## config.mk

```make
export PLATFORM = sky130hd
export DESIGN_NAME = csv_record_parser
export DESIGN_NICKNAME = d
export VERILOG_FILES = /design/src/rtl/csv_pkg.sv /design/src/rtl/csv_dec_accum.sv /design/src/rtl/csv_record_parser.sv
export SDC_FILE = /design/constraint.sdc
export NUM_CORES = 1
export LEC_CHECK = 0
export ABC_AREA = 1
export CORE_MARGIN = 3
export CORE_UTILIZATION = 62
export CTS_CLUSTER_DIAMETER = 100
export CTS_CLUSTER_SIZE = 30
export DETAILED_ROUTE_END_ITERATION = 8
export PLACE_DENSITY = 0.86
export SYNTH_ARGS = -nofsm -noshare
export SYNTH_HDL_FRONTEND = slang
export SYNTH_SLANG_ARGS = --single-unit
export TNS_END_PERCENT = 5
```

## constraint.sdc

```tcl
create_clock -name clk -period 14.8 [get_ports clk]
set_clock_uncertainty 0.2 [all_clocks]
set_input_delay 4.44 -clock clk [delete_from_list [all_inputs] [get_ports clk]]
set_output_delay 4.44 -clock clk [all_outputs]
set_load 0.1 [all_outputs]
```

## src/rtl/csv_pkg.sv

```systemverilog
// Shared ASCII constants, parser state type and error-bit positions for the CSV record parser.
package csv_pkg;

    localparam logic [7:0] CH_COMMA = 8'h2C;
    localparam logic [7:0] CH_LF    = 8'h0A;
    localparam logic [7:0] CH_CR    = 8'h0D;
    localparam logic [7:0] CH_SP    = 8'h20;
    localparam logic [7:0] CH_MINUS = 8'h2D;
    localparam logic [7:0] CH_0     = 8'h30;
    localparam logic [7:0] CH_9     = 8'h39;

    typedef enum logic [1:0] {
        FIELD_START,
        DIGITS,
        SKIP
    } parse_state_e;

    localparam int ERR_CHAR = 0;
    localparam int ERR_OVF  = 1;
    localparam int ERR_CNT  = 2;

    function automatic logic is_digit(input logic [7:0] b);
        return (b >= CH_0) && (b <= CH_9);
    endfunction

endpackage

```

## src/rtl/csv_dec_accum.sv

```systemverilog
// Decimal accumulator for one field: magnitude multiply-add with sign-dependent
// saturation, and the signed value presented for commit.
module csv_dec_accum
    import csv_pkg::*;
#(
    parameter int FIELD_W = 32
) (
    input  logic                      clk,
    input  logic                      rst,
    input  logic                      i_clr,
    input  logic                      i_set_neg,
    input  logic                      i_digit_en,
    input  logic [3:0]                i_digit,
    output logic signed [FIELD_W-1:0] o_value,
    output logic                      o_sat
);

    localparam int ACC_W = FIELD_W + 4;
    localparam logic [ACC_W-1:0] LIM_NEG = ACC_W'(1) << (FIELD_W - 1);
    localparam logic [ACC_W-1:0] LIM_POS = LIM_NEG - ACC_W'(1);

    logic [ACC_W-1:0] r_mag;
    logic             r_neg;
    logic [ACC_W-1:0] w_lim;
    logic [ACC_W-1:0] w_next;
    logic [FIELD_W-1:0] w_mag_lo;

    always_comb begin
        w_lim    = r_neg ? LIM_NEG : LIM_POS;
        w_next   = (r_mag * ACC_W'(10)) + ACC_W'(i_digit);
        o_sat    = i_digit_en && (w_next > w_lim);
        w_mag_lo = r_mag[FIELD_W-1:0];
        // magnitude 2^(FIELD_W-1) negates onto itself, which is the most negative value
        o_value  = r_neg ? -w_mag_lo : w_mag_lo;
    end

    always_ff @(posedge clk) begin
        if (rst || i_clr) begin
            r_mag <= '0;
            r_neg <= 1'b0;
        end else begin
            if (i_set_neg) begin
                r_neg <= 1'b1;
            end
            if (i_digit_en) begin
                r_mag <= o_sat ? w_lim : w_next;
            end
        end
    end

endmodule

```

## src/rtl/csv_record_parser.sv

```systemverilog
// Streams comma-separated signed decimal lines into fixed-width parallel records
// with per-record error flags and a wrapping record counter.
//   state       | meaning
//   FIELD_START | at start of a field, nothing accumulated yet
//   DIGITS      | sign and/or digits seen, accumulating a field
//   SKIP        | bad character seen, discarding to end of line
module csv_record_parser
    import csv_pkg::*;
#(
    parameter int NUM_FIELDS = 5,
    parameter int FIELD_W    = 32,
    parameter int CNT_W      = 16
) (
    input  logic                           clk,
    input  logic                           rst,
    input  logic [7:0]                     in_data,
    input  logic                           in_valid,
    output logic                           in_ready,
    output logic [NUM_FIELDS*FIELD_W-1:0]  out_fields,
    output logic [2:0]                     out_err,
    output logic                           out_valid,
    input  logic                           out_ready,
    output logic [CNT_W-1:0]               rec_count
);

    localparam int FC_W = $clog2(NUM_FIELDS + 1);

    parse_state_e r_state, w_state_nxt;
    logic [FC_W-1:0] r_fcnt, w_fcnt_nxt;
    logic            r_seen, w_seen_nxt;
    logic [2:0]      r_err, w_rec_err;
    logic [NUM_FIELDS*FIELD_W-1:0] r_wfields, w_rec_fields;

    logic w_accept, w_ign, w_digit_byte, w_room;
    logic w_commit, w_set_neg, w_digit_en, w_bad, w_rec_end;
    logic signed [FIELD_W-1:0] w_value;
    logic w_sat;

    assign in_ready     = !out_valid || out_ready;
    assign w_accept     = in_valid && in_ready;
    assign w_ign        = (in_data == CH_SP) || (in_data == CH_CR);
    assign w_digit_byte = is_digit(in_data);
    assign w_room       = r_fcnt < FC_W'(NUM_FIELDS);

    csv_dec_accum #(.FIELD_W(FIELD_W)) u_accum (
        .clk        (clk),
        .rst        (rst),
        .i_clr      (w_commit || w_bad || w_rec_end),
        .i_set_neg  (w_set_neg),
        .i_digit_en (w_digit_en),
        .i_digit    (in_data[3:0]),
        .o_value    (w_value),
        .o_sat      (w_sat)
    );

    always_comb begin
        w_state_nxt = r_state;
        w_commit    = 1'b0;
        w_set_neg   = 1'b0;
        w_digit_en  = 1'b0;
        w_bad       = 1'b0;
        w_rec_end   = 1'b0;
        w_seen_nxt  = r_seen;
        if (w_accept && !w_ign) begin
            if (in_data != CH_LF) begin
                w_seen_nxt = 1'b1;
            end
            case (r_state)
                FIELD_START: begin
                    if (in_data == CH_MINUS) begin
                        w_set_neg   = 1'b1;
                        w_state_nxt = DIGITS;
                    end else if (w_digit_byte) begin
                        w_digit_en  = 1'b1;
                        w_state_nxt = DIGITS;
                    end else if (in_data == CH_COMMA) begin
                        w_commit = 1'b1;
                    end else if (in_data == CH_LF) begin
                        // trailing comma leaves an empty last field; a bare line is dropped
                        w_commit  = r_seen;
                        w_rec_end = r_seen;
                    end else begin
                        w_bad       = 1'b1;
                        w_state_nxt = SKIP;
                    end
                end
                DIGITS: begin
                    if (w_digit_byte) begin
                        w_digit_en = 1'b1;
                    end else if (in_data == CH_COMMA) begin
                        w_commit    = 1'b1;
                        w_state_nxt = FIELD_START;
                    end else if (in_data == CH_LF) begin
                        w_commit    = 1'b1;
                        w_rec_end   = 1'b1;
                        w_state_nxt = FIELD_START;
                    end else begin
                        w_bad       = 1'b1;
                        w_state_nxt = SKIP;
                    end
                end
                SKIP: begin
                    if (in_data == CH_LF) begin
                        w_rec_end   = 1'b1;
                        w_state_nxt = FIELD_START;
                    end
                end
                default: w_state_nxt = FIELD_START;
            endcase
        end
    end

    always_comb begin
        w_fcnt_nxt   = r_fcnt + FC_W'(w_commit && w_room);
        w_rec_fields = r_wfields;
        for (int k = 0; k < NUM_FIELDS; k++) begin
            if (w_commit && (r_fcnt == FC_W'(k))) begin
                w_rec_fields[k*FIELD_W +: FIELD_W] = w_value;
            end
        end
        w_rec_err = r_err;
        w_rec_err[ERR_CHAR] = r_err[ERR_CHAR] | w_bad;
        w_rec_err[ERR_OVF]  = r_err[ERR_OVF] | w_sat;
        if ((w_commit && !w_room) || (w_rec_end && (w_fcnt_nxt < FC_W'(NUM_FIELDS)))) begin
            w_rec_err[ERR_CNT] = 1'b1;
        end
    end

    always_ff @(posedge clk) begin
        if (rst) begin
            r_state    <= FIELD_START;
            r_fcnt     <= '0;
            r_seen     <= 1'b0;
            r_err      <= '0;
            r_wfields  <= '0;
            out_valid  <= 1'b0;
            out_fields <= '0;
            out_err    <= '0;
            rec_count  <= '0;
        end else begin
            r_state <= w_state_nxt;
            if (w_rec_end) begin
                r_fcnt     <= '0;
                r_seen     <= 1'b0;
                r_err      <= '0;
                r_wfields  <= '0;
                out_fields <= w_rec_fields;
                out_err    <= w_rec_err;
                out_valid  <= 1'b1;
                rec_count  <= rec_count + CNT_W'(1);
            end else begin
                r_fcnt    <= w_fcnt_nxt;
                r_seen    <= w_seen_nxt;
                r_err     <= w_rec_err;
                r_wfields <= w_rec_fields;
                if (out_valid && out_ready) begin
                    out_valid <= 1'b0;
                end
            end
        end
    end

endmodule

```

Word level (Yosys, flattened, before mapping):

Cells that the tools add are included.

* logic and storage cells: 116
* register bits after elaboration: 386

* magnitude comparators: 5
* add/sub/neg operators: 4
* eq/ne operators: 16
* reduce and logical (&&, ||, !) cells: 28
* multiplexer cells: 49
* bitwise gates (word level): 2
* multiply operators: 1

Operator list (number)
* $mux W32: 7
* $add A36 B4 Y36: 1
* $gt A36 B36 Y1: 1
* $mul A36 B3 Y35 const B: 1
* $mux W36: 1
* $neg A32 Y32: 1
* $mux W1: 28
* $eq A8 B6 Y1 const B: 3
* $add A16 B1 Y16 const B: 1
* $eq A8 B4 Y1 const B: 2
* $mux W2: 8
* $logic_and A1 B1 Y1: 13
* $ge A8 B6 Y1 const B: 1
* $le A8 B6 Y1 const B: 1
* $ne A4 B4 Y1 const B: 2
* $ne A8 B4 Y1 const B: 1
* $eq A3 B2 Y1 const B: 2
* $logic_or A1 B1 Y1: 6
* $lt A3 B3 Y1 const B: 2
* $pmux W1 S2: 3
* $pmux W2 S3: 1
* $reduce_and A5 Y1: 1
* $ne A2 B2 Y1 const B: 2
* $add A3 B1 Y3: 1
* other kinds (12): 15

Depth between registers and ports, before layout:

Gate-level depths: netlist of run 1.

* depth after elaboration: 13
* mapped depth: 38
* mapped depth without buffers: 36

Cells and area by module:

Synthesis of run 1 repeated with hierarchy kept, for this count alone.

* cell total of the unflattened synthesis: 3051
* area, all modules: 20551.0 um2

Modules (own cells, without submodules)
* csv_record_parser: area each 13563.0 um2, cells each 1834, instances 1, sequential area each 6986.7 um2
* csv_dec_accum: area each 6988.0 um2, cells each 1217, instances 1, sequential area each 720.7 um2

Least setup slack after synthesis of run 1:

No wires, ideal clock.

* kind: input -> output
* from: input out_ready
* to: output in_ready
* data required time: 10.160 ns
* stages on the path: 2
* arrival time: 5.124 ns
* path buffers: 0
* path slack: 5.036 ns
* cells stage by stage: inv_1 > nand2_1

* cells in the longest elaborated chain, start to end: 1

RTL lines
* start: declaration: RTL line csv_record_parser.sv:22 `input logic out_ready,`
* $logic_or A1 B1 Y1: RTL line csv_record_parser.sv:39 `assign in_ready = !out_valid || out_ready;`
* end: declaration: RTL line csv_record_parser.sv:18 `output logic in_ready,`

No other way between the ends.

Worst setup path after layout of run 1:

Same ends and word-level chain as after synthesis.

==> impl_metrics.json, run 1 <==
{
  "timing.critical_path.cells": "clkdlybuf4s50_1 > inv_1 > nand2_1 > clkdlybuf4s50_1",
  "timing_max_transition_violations_final": 0,
  "synth_fp_nets": 2844,
  "post_synth_inst_count": 2728,
  "cts.reportedPaths.clkPinSlew_ps": 90,
  "clock_tree_from_tritoncts": "done",
  "post_synth_main_area_contributors": "sky130_fd_sc_hd__dfxtp_1 40%, sky130_fd_sc_hd__nand2_1 14%, sky130_fd_sc_hd__inv_1 7.0%",
  "antenna_violations_before_repair": 0,
  "remaining_routing_drc_violations": 0,
  "drt_pass_1_iters": 6,
  "r2r_cells": 34,
  "maximum_clock_frequency_mhz": 92.3,
  "critical_path_peak_fanout": 3,
  "synth-edff-count": 0,
  "cts_setup_buffers": 0,
  "vdd_drop_max_uv": 86.2,
  "synthesis.area_per_instance_um2": 7.08,
  "yosys.cell_count.top_type": "sky130_fd_sc_hd__nand2_1",
  "cp-startpoint": "out_ready",
  "clock_tree.root_cell": "sky130_fd_sc_hd__clkbuf_16",
  "synth_async_sr_flop_share_pct": 0,
  "min_path_type": "register to register",
  "proportion_of_layout_cells_with_a_drive_suffix_above_1_pct": 3.86,
  "pwr_density_cell_nw_per_um2": 76.0,
  "vias_in_the_first_global_route": 17200,
  "rr_startpoint": "u_accum.r_mag[1]",
  "ioPinCount": 193,
  "critical_path.startpoint_type": "input pin",
  "cp_slowest_stage_delay_ps": 1150,
  "yosys_register_bits": 385,
  "synthToLayoutAreaGrowth_pct": 13.5,
  "post-route-min-period_ps": 10830,
  "post-synth-top-area-fraction_pct": 39.9,
  "h-tree-depth": 1,
  "timing_worst_setup_path_type": "input pin to output pin",
  "die_y_um": 182,
  "critPathCaptureType": "output pin",
  "yosysWarningCount": 0,
  "total_standard_cell_area_after_synthesis_um2": 19300,
  "ctsHoldBuffers": 0,
  "grt.total_usage_pct": 32.1,
  "post_drt_via_cell_ratio": 5.60,
  "cap_violations": 0,
  "gp_congestion": 0.943,
  "grt_setup_unrepaired": "false",
  "grt_max_degree": 95,
  "core.rowCount": 63,
  "timing.hold.worst_path_depth": 2,
  "drt_wl_total_um": 55300,
  "cts_made_buffers": 18,
  "cts_resized": 0,
  "fp.dieW_um": 182,
  "slowest_stage": "sky130_fd_sc_hd__clkdlybuf4s50_1",
  "layout.filler_cells": 2460,
  "clock_tree.buffer_depth": 3,
  "total_leakage_power_uw": 0.00940,
  "ys.flop_type": "sky130_fd_sc_hd__dfxtp_1",
  "crit_required_ps": 10160,
  "synth_area_leader_cell": "sky130_fd_sc_hd__dfxtp_1",
  "hold_path.startpoint": "u_accum.r_mag[33]",
  "floorplan.initialDensity_pct": 64.0,
  "worst-slew-pin-transition_ps": 1220,
  "grt.overflow.total": 0,
  "timing_hold_violations_final": 0,
  "insertion_delay_ps": 560,
  "global_route_wire_length_before_repair_um": 88200,
  "via_count": 18100,
  "synth_seq_area_share_pct": 39.9,
  "arrival_ps": 6190,
  "outcome": "finished clean",
  "timing.critical_path.mode_cell": "sky130_fd_sc_hd__clkdlybuf4s50_1",
  "fin_nets": 2962,
  "place_hpwl_um": 40200,
  "clock_sinks": 385,
  "antenna_violating_nets_post_route": 0,
  "timing.setup.tns_ps": 0,
  "synth.lib_cells_used.distinct": 54,
  "drt_iter0_drc": 1946,
  "finalCritPeriodShare_pct": 73.2,
  "timing.slew.headroom_pct": 18.0,
  "die-area_um2": 33300,
  "core_area_um2": 30200,
  "setup_viol_count_final": 0,
  "finalWorstSetupSlack_ps": 3970,
  "port-buffer-count": 192,
  "post_drt_wl_per_cell_um": 17.1,
  "ys_top_cells_by_count": "731 x sky130_fd_sc_hd__nand2_1, 385 x sky130_fd_sc_hd__dfxtp_1, 362 x sky130_fd_sc_hd__inv_1",
  "dp_worst_setup_slack_ps": 3970
}
layout by cell type (no fill, tap or decap), drive strengths merged, types with 7 or more instances in the layout:
cell,synthesis,routed
xnor2,24,24
a21oi,76,76
nand3b,7,7
nor2,288,288
xor2,34,34
nand3,101,101
clkbuf,86,18
inv,377,377
nor4,7,7
buf,19,11
dfxtp,385,385
clkdlybuf4s50,0,192
o21ai,288,288
clkinv,3,7
mux2i,37,37
ha,102,102
a31oi,25,25
nor3,30,30
nand4,58,58
nand2,748,748
final cells by class:
class / count / area [um2] / area share [%]
repair buffers: 203 / 2000 / 9.14
well taps: 390 / 488 / 2.23
clock inverters: 4 / 96.3 / 0.439
flip-flops and latches: 385 / 7710 / 35.2
clock buffers: 18 / 450 / 2.05
diodes: 1 / 2.50 / 0.0114
multi-input cells: 1858 / 9750 / 44.4
inverters: 380 / 1430 / 6.52
path summary, 6_finish.rpt:
check	end	slack [ps]
setup / recovery	in_ready	3970
hold / removal	u_accum.r_mag[33]	250
setup reg to reg	u_accum.r_mag[3]	8660
hold reg to reg	u_accum.r_mag[33]	250
registers in the layout, summed over array words and instances, names as in the netlist, 2 cells and up:
register       cells
r_fcnt             3
out_err            3
r_state            2
r_err              3
u_accum.r_mag     35
rec_count         16
r_wfields        160
out_fields       160
logic make-up (layout without fill, tap and decap cells):
group	Yosys count	count (layout)	synth area share, %
AOI/OAI and AO/OA	409	409	11.1
xor gates and xnor gates	58	58	2.67
and+or+nand+nor	1250	1250	27.9
adders and majority gates	104	104	6.82
DFF	385	385	39.9
muxes	37	37	1.92
buffers and inverters	485	605	9.71
other	0	1	0
worst max-delay path: cells and delay by family:
family | cells | cell delay, ps
buf+inv | 3 | 1650
simple gates | 1 | 100
per-layer routing:
| metal | routed length [um] | share of wire (%) | GRT usage [%] |
|---|---|---|---|
| met2 | 25300 | 46 | 53.2 |
| met5 | 0 | 0 | 0 |
| met1 | 23700 | 43 | 43.6 |
| met3 | 4600 | 8.3 | 4.50 |
| met4 | 1730 | 3.1 | 10.1 |
through the flow:
step / total power, uW / hold WS [ps] / area, um2 / utilization [%] / std cells
after floorplan: 1090 / 221 / 19300 / - / 2728
after detailed placement: 1100 / 243 / 21400 / 70.8 / 3216
after global placement: 1100 / 234 / 21400 / 70.8 / 3216
final: 1670 / 254 / 21900 / 72.6 / 3239
after global routing: 1700 / 278 / 21900 / 72.6 / 3238
after CTS: 1670 / 258 / 21900 / 72.6 / 3238
report_power, final:
part / switching [uW] / internal [uW]
Combinational: 30.0 / 8.28
Clock: 355 / 235
Sequential: 0.954 / 1040
No activity file was read; power rests on OpenSTA's default activity.
==> run 2, diff against run 1 <==
--- a/config.mk
+++ b/config.mk
@@ -7,11 +7,11 @@
 export LEC_CHECK = 0
 export ABC_AREA = 1
 export CORE_MARGIN = 3
-export CORE_UTILIZATION = 62
+export CORE_UTILIZATION = 58
 export CTS_CLUSTER_DIAMETER = 100
 export CTS_CLUSTER_SIZE = 30
 export DETAILED_ROUTE_END_ITERATION = 8
-export PLACE_DENSITY = 0.86
+export PLACE_DENSITY = 0.81
 export SYNTH_ARGS = -nofsm -noshare
 export SYNTH_HDL_FRONTEND = slang
 export SYNTH_SLANG_ARGS = --single-unit
==> constraint.sdc (replaced) <==
create_clock -name clk -period 10.39 [get_ports clk]
set_clock_uncertainty 0.2 [all_clocks]
set_input_delay 3.117 -clock clk [delete_from_list [all_inputs] [get_ports clk]]
set_output_delay 3.117 -clock clk [all_outputs]
set_load 0.1 [all_outputs]
==> impl_metrics.json, run 2 (synthesis results as in run 1) <==
{
  "die_y_um": 188,
  "antenna_violations_before_repair": 0,
  "core.rowCount": 66,
  "timing_hold_violations_final": 0,
  "final_common_cell": "sky130_fd_sc_hd__nand2_1",
  "outcome": "finished clean",
  "cts_setup_buffers": 0,
  "finalWorstSetupSlack_ps": 2220,
  "fin_nets": 2962,
  "ctsHoldBuffers": 0,
  "cts.reportedPaths.clkPinSlew_ps": 110,
  "slowest_stage": "sky130_fd_sc_hd__clkdlybuf4s50_1",
  "insertion_delay_ps": 550,
  "timing_worst_setup_path_type": "input pin to output pin",
  "grt.total_usage_pct": 30.1,
  "timing.setup.tns_ps": 0,
  "ioPinCount": 193,
  "timing.critical_path.mode_cell": "sky130_fd_sc_hd__clkdlybuf4s50_1",
  "die-area_um2": 35500,
  "timing.slew.headroom_pct": 22.2,
  "drt_pass_1_iters": 6,
  "drt_iter0_drc": 1573,
  "via_count": 17900,
  "vdd_drop_max_uv": 117,
  "dp_worst_setup_slack_ps": 1920,
  "timing.critical_path.cells": "clkdlybuf4s50_1 > inv_1 > nand2_1 > clkdlybuf4s50_1",
  "post_drt_via_cell_ratio": 5.44,
  "finalCritPeriodShare_pct": 78.6,
  "timing.hold.worst_path_depth": 2,
  "layout.core_utilization_pct": 67.1,
  "hold_path_sink": "out_fields[38]",
  "grt_max_degree": 91,
  "drt_wl_total_um": 55400,
  "fp.dieW_um": 188,
  "grt_setup_unrepaired": "false",
  "antenna_violating_nets_post_route": 0,
  "critPathCaptureType": "output pin",
  "timing.rr.end": "u_accum.r_mag[23]",
  "clock_tree_from_tritoncts": "done",
  "floorplan.initialDensity_pct": 59.1,
  "cap_violations": 0,
  "most-common-layout-cells": "731 x sky130_fd_sc_hd__nand2_1, 384 x sky130_fd_sc_hd__dfxtp_1, 361 x sky130_fd_sc_hd__inv_1",
  "proportion_of_layout_cells_with_a_drive_suffix_above_1_pct": 3.86,
  "post_drt_wl_per_cell_um": 16.8,
  "clock_tree.buffer_depth": 3,
  "critical_path.startpoint_type": "input pin",
  "cts_made_buffers": 17,
  "timing_max_transition_violations_final": 0,
  "clock_tree.root_cell": "sky130_fd_sc_hd__clkbuf_16",
  "port-buffer-count": 192,
  "reg_to_reg_setup_timing_slack_ps": 4190,
  "setup_viol_count_final": 0,
  "core_area_um2": 32700,
  "crit_required_ps": 7070,
  "maximum_clock_frequency_mhz": 122,
  "min_path_type": "register to register",
  "critical_path_peak_fanout": 3,
  "post-route-min-period_ps": 8170,
  "gp_congestion": 0.977,
  "cts_resized": 0,
  "worst-slew-pin-transition_ps": 1170,
  "pwr_density_cell_nw_per_um2": 106,
  "global_route_wire_length_before_repair_um": 87300,
  "rr_startpoint": "u_accum.r_mag[1]",
  "diodes": 0,
  "synthToLayoutAreaGrowth_pct": 13.5,
  "arrival_ps": 4850,
  "cp_slowest_stage_delay_ps": 1150,
  "grt.overflow.total": 0,
  "r2r_cells": 34,
  "clock_sinks": 385,
  "hold_path.startpoint": "out_fields[38]",
  "remaining_routing_drc_violations": 0,
  "biggestRegsByFlops": "out_fields: 160 flops, r_wfields: 160 flops, u_accum.r_mag: 35 flops",
  "place_hpwl_um": 40700,
  "total_leakage_power_uw": 0.00939,
  "h-tree-depth": 1,
  "vias_in_the_first_global_route": 16600
}
## run 2: cell types whose count changed in the layout (fill, tap and decap cells not counted), sizes merged
cell	before	now
buf	11	12
clkinv	7	4
diode	1	0
inv	377	379
## run 2: critical path: cells and delay by family
kind / cells / cell delay, ps
AND/OR/NAND/NOR: 1 / 100
buffers and inverters: 3 / 1640
## run 2: stage by stage
step	area, um2	power [uW]	hold slack (ps)	instances
global placement	21400	1560	240	3269
detailed placement	21400	1560	244	3269
global route	21900	2380	280	3290
floorplan	19300	1550	221	2728
CTS	21900	2330	264	3290
finish	21900	2320	261	3290
## run 2: where the power goes
group	internal [uW]	total [uW]	leakage, uW	switching [uW]
clock network	317	792	0.000238	475
logic	11.8	52.7	0.00605	40.9
registers	1480	1480	0.00310	1.27
total	1810	2320	0.00939	517
## run 2: area by class of cell
type	count	area, um2
Clock buffer	18	439
Clock inverter	3	45.0
Fill cell	2835	10800
Inverter	380	1430
Multi-Input combinational cell	1858	9740
Sequential cell	385	7710
Tap cell	442	553
Timing Repair Buffer	204	2010
## run 2: metal layers
layer | GRT usage [%] | wire length [um] | vias to the layer above
li1 | - | - | 8874
met1 | 40.6 | 24100 | 8295
met2 | 50.2 | 25200 | 635
met3 | 4.30 | 4160 | 110
met4 | 9.65 | 2010 | 0
met5 | 0 | 0 | -
## run 2: worst max path at each step
stage | start | to
2_1_floorplan | out_ready | in_ready
3_3_place_gp | in_data[1] | u_accum.r_mag[27]
3_5_place_dp | in_data[1] | u_accum.r_mag[1]
4_1_cts | out_ready | in_ready
5_1_grt | in_data[1] | u_accum.r_mag[7]
6_report | out_ready | in_ready
==> run 3, diff against run 2 <==
==> constraint.sdc (replaced) <==
create_clock -name clk -period 8.1 [get_ports clk]
set_clock_uncertainty 0.2 [all_clocks]
set_input_delay 2.43 -clock clk [delete_from_list [all_inputs] [get_ports clk]]
set_output_delay 2.43 -clock clk [all_outputs]
set_load 0.1 [all_outputs]
==> impl_metrics.json, run 3 (synthesis results as in run 1) <==
{
  "critPathCaptureType": "register",
  "die-area_um2": 35500,
  "finalCritPeriodShare_pct": 86.1,
  "reg_to_reg_setup_timing_slack_ps": 2340,
  "worst_path_dominant_cell_family": "simple AND/OR/NAND/NOR gates",
  "pwr_density_cell_nw_per_um2": 138,
  "proportion_of_layout_cells_with_a_drive_suffix_above_1_pct": 4.00,
  "hold_path.startpoint": "out_fields[69]",
  "clock_tree.root_cell": "sky130_fd_sc_hd__clkbuf_16",
  "total_leakage_power_uw": 0.00943,
  "h-tree-depth": 1,
  "diodes": 0,
  "antenna_violating_nets_post_route": 0,
  "hold_path_sink": "out_fields[69]",
  "ioPinCount": 193,
  "netSwitchingFraction_pct": 22.7,
  "antenna_violations_before_repair": 0,
  "cts_made_buffers": 18,
  "cts.reportedPaths.clkPinSlew_ps": 110,
  "vias_in_the_first_global_route": 16500,
  "timing.rr.end": "u_accum.r_mag[24]",
  "clock_tree.buffer_depth": 3,
  "slowest_stage": "sky130_fd_sc_hd__clkdlybuf4s50_1",
  "crit_required_ps": 8310,
  "fp.dieW_um": 188,
  "power.switching_uw": 688,
  "rr_startpoint": "u_accum.r_mag[1]",
  "cp_slowest_stage_delay_ps": 540,
  "timing.critical_path.mode_cell": "sky130_fd_sc_hd__nand2_1",
  "global_route_met2_usage_pct": 50.2,
  "port-buffer-count": 192,
  "drt_pass_1_iters": 5,
  "gp_congestion": 0.963,
  "timing.slew.headroom_pct": 19.7,
  "remaining_routing_drc_violations": 0,
  "combPwrFrac_pct": 2.3,
  "critPathBufInv": 2,
  "post_drt_wl_per_cell_um": 17.1,
  "insertion_delay_ps": 540,
  "power_frac_seq_pct": 62.4,
  "via_count": 18000,
  "critical_path_peak_fanout": 31,
  "timing_hold_violations_final": 0,
  "critical_path.startpoint_type": "input pin",
  "cts_resized": 0,
  "core_area_um2": 32700,
  "grt.overflow.total": 0,
  "drt_iter0_drc": 1551,
  "fin_nets": 2964,
  "clock_sinks": 385,
  "core.rowCount": 66,
  "timing_worst_setup_path_type": "input pin to register",
  "grtUsageMet1_pct": 42.2,
  "intPower_uw": 2350,
  "vdd_drop_max_uv": 128,
  "most-common-layout-cells": "731 x sky130_fd_sc_hd__nand2_1, 384 x sky130_fd_sc_hd__dfxtp_1, 361 x sky130_fd_sc_hd__inv_1",
  "arrival_ps": 7180,
  "timing.hold.worst_path_depth": 2,
  "clockPowerShare_pct": 35.3,
  "global_route_wire_length_before_repair_um": 87700,
  "outcome": "finished clean",
  "post_drt_via_cell_ratio": 5.47,
  "ctsHoldBuffers": 0,
  "synthToLayoutAreaGrowth_pct": 14.1,
  "floorplan.initialDensity_pct": 59.1,
  "maximum_clock_frequency_mhz": 143,
  "grtUsageMet3_pct": 3.52,
  "grt_max_degree": 81,
  "die_y_um": 188,
  "clock_tree_from_tritoncts": "done",
  "grt.total_usage_pct": 30.3,
  "layout.core_utilization_pct": 67.4,
  "timing.setup.tns_ps": 0,
  "biggestRegsByFlops": "out_fields: 160 flops, r_wfields: 160 flops, u_accum.r_mag: 35 flops",
  "final_common_cell": "sky130_fd_sc_hd__nand2_1",
  "place_hpwl_um": 41300,
  "cap_violations": 0,
  "drt_wl_total_um": 56300,
  "setup_viol_count_final": 0,
  "cts_setup_buffers": 0,
  "r2r_cells": 34,
  "grt-busiest-layer": "met2",
  "timing_max_transition_violations_final": 0,
  "worst-slew-pin-transition_ps": 1200,
  "min_path_type": "register to register",
  "post-route-min-period_ps": 6970,
  "layout.filler_cells": 2951,
  "grt_setup_unrepaired": "false"
}
-- run 3: layer usage --
metal | vias to the layer above | routed length (um)
li1 | 8883 | -
met1 | 8445 | 25100
met2 | 616 | 25700
met3 | 76 | 3950
met4 | 0 | 1460
met5 | - | 0
-- run 3: worst max-delay path by stage --
stage	start	to	slack, ps	cells after the start
after global placement	in_data[1]	u_accum.r_mag[18]	850	33
after CTS	in_data[1]	u_accum.r_mag[24]	1190	33
final	in_data[1]	u_accum.r_mag[24]	1130	33
after global routing	in_data[1]	u_accum.r_mag[28]	640	31
after floorplan	in_data[1]	u_accum.r_mag[10]	2040	33
after detailed placement	in_data[1]	u_accum.r_mag[15]	630	33
-- run 3: worst register-to-register path, delay by kind of cell, from the launching register on --
kind / cells / cell delay, ps
compound gates: 1 / 180
simple gates: 26 / 2990
buf+inv: 2 / 180
fa+ha+maj: 4 / 1330
flops: 1 / 470
xor+xnor: 1 / 240
-- run 3: stage by stage --
stage / worst slack, ps / instance area [um2] / hold WS (ps) / total power (uW) / cells
floorplan: 2040 / 19300 / 221 / 1980 / 2728
global placement: 848 / 21500 / 240 / 2010 / 3270
detailed placement: 626 / 21500 / 246 / 2010 / 3270
CTS: 1190 / 22000 / 264 / 3050 / 3294
global route: 638 / 22000 / 281 / 3120 / 3294
finish: 1130 / 22000 / 263 / 3040 / 3294
-- run 3: power groups by stage --
stage / clock, uW / combinational, uW / sequential [uW]
CTS: 1090 / 68.5 / 1900
detailed placement: 0 / 68.4 / 1940
global route: 1150 / 75.7 / 1900
finish: 1070 / 69.8 / 1900
global placement: 0 / 67.3 / 1940
floorplan: 0 / 44.6 / 1940
-- run 3: layout make-up --
| class | instances | area (um2) | area share, % |
|---|---|---|---|
| Clock buffer | 19 | 464 | 2.11 |
| Sequential cell | 385 | 7710 | 35.0 |
| Timing Repair Buffer | 205 | 2040 | 9.28 |
| Inverter | 380 | 1430 | 6.49 |
| Tap cell | 442 | 553 | 2.51 |
| Clock inverter | 5 | 86.3 | 0.392 |
| Multi-Input combinational cell | 1858 | 9740 | 44.2 |
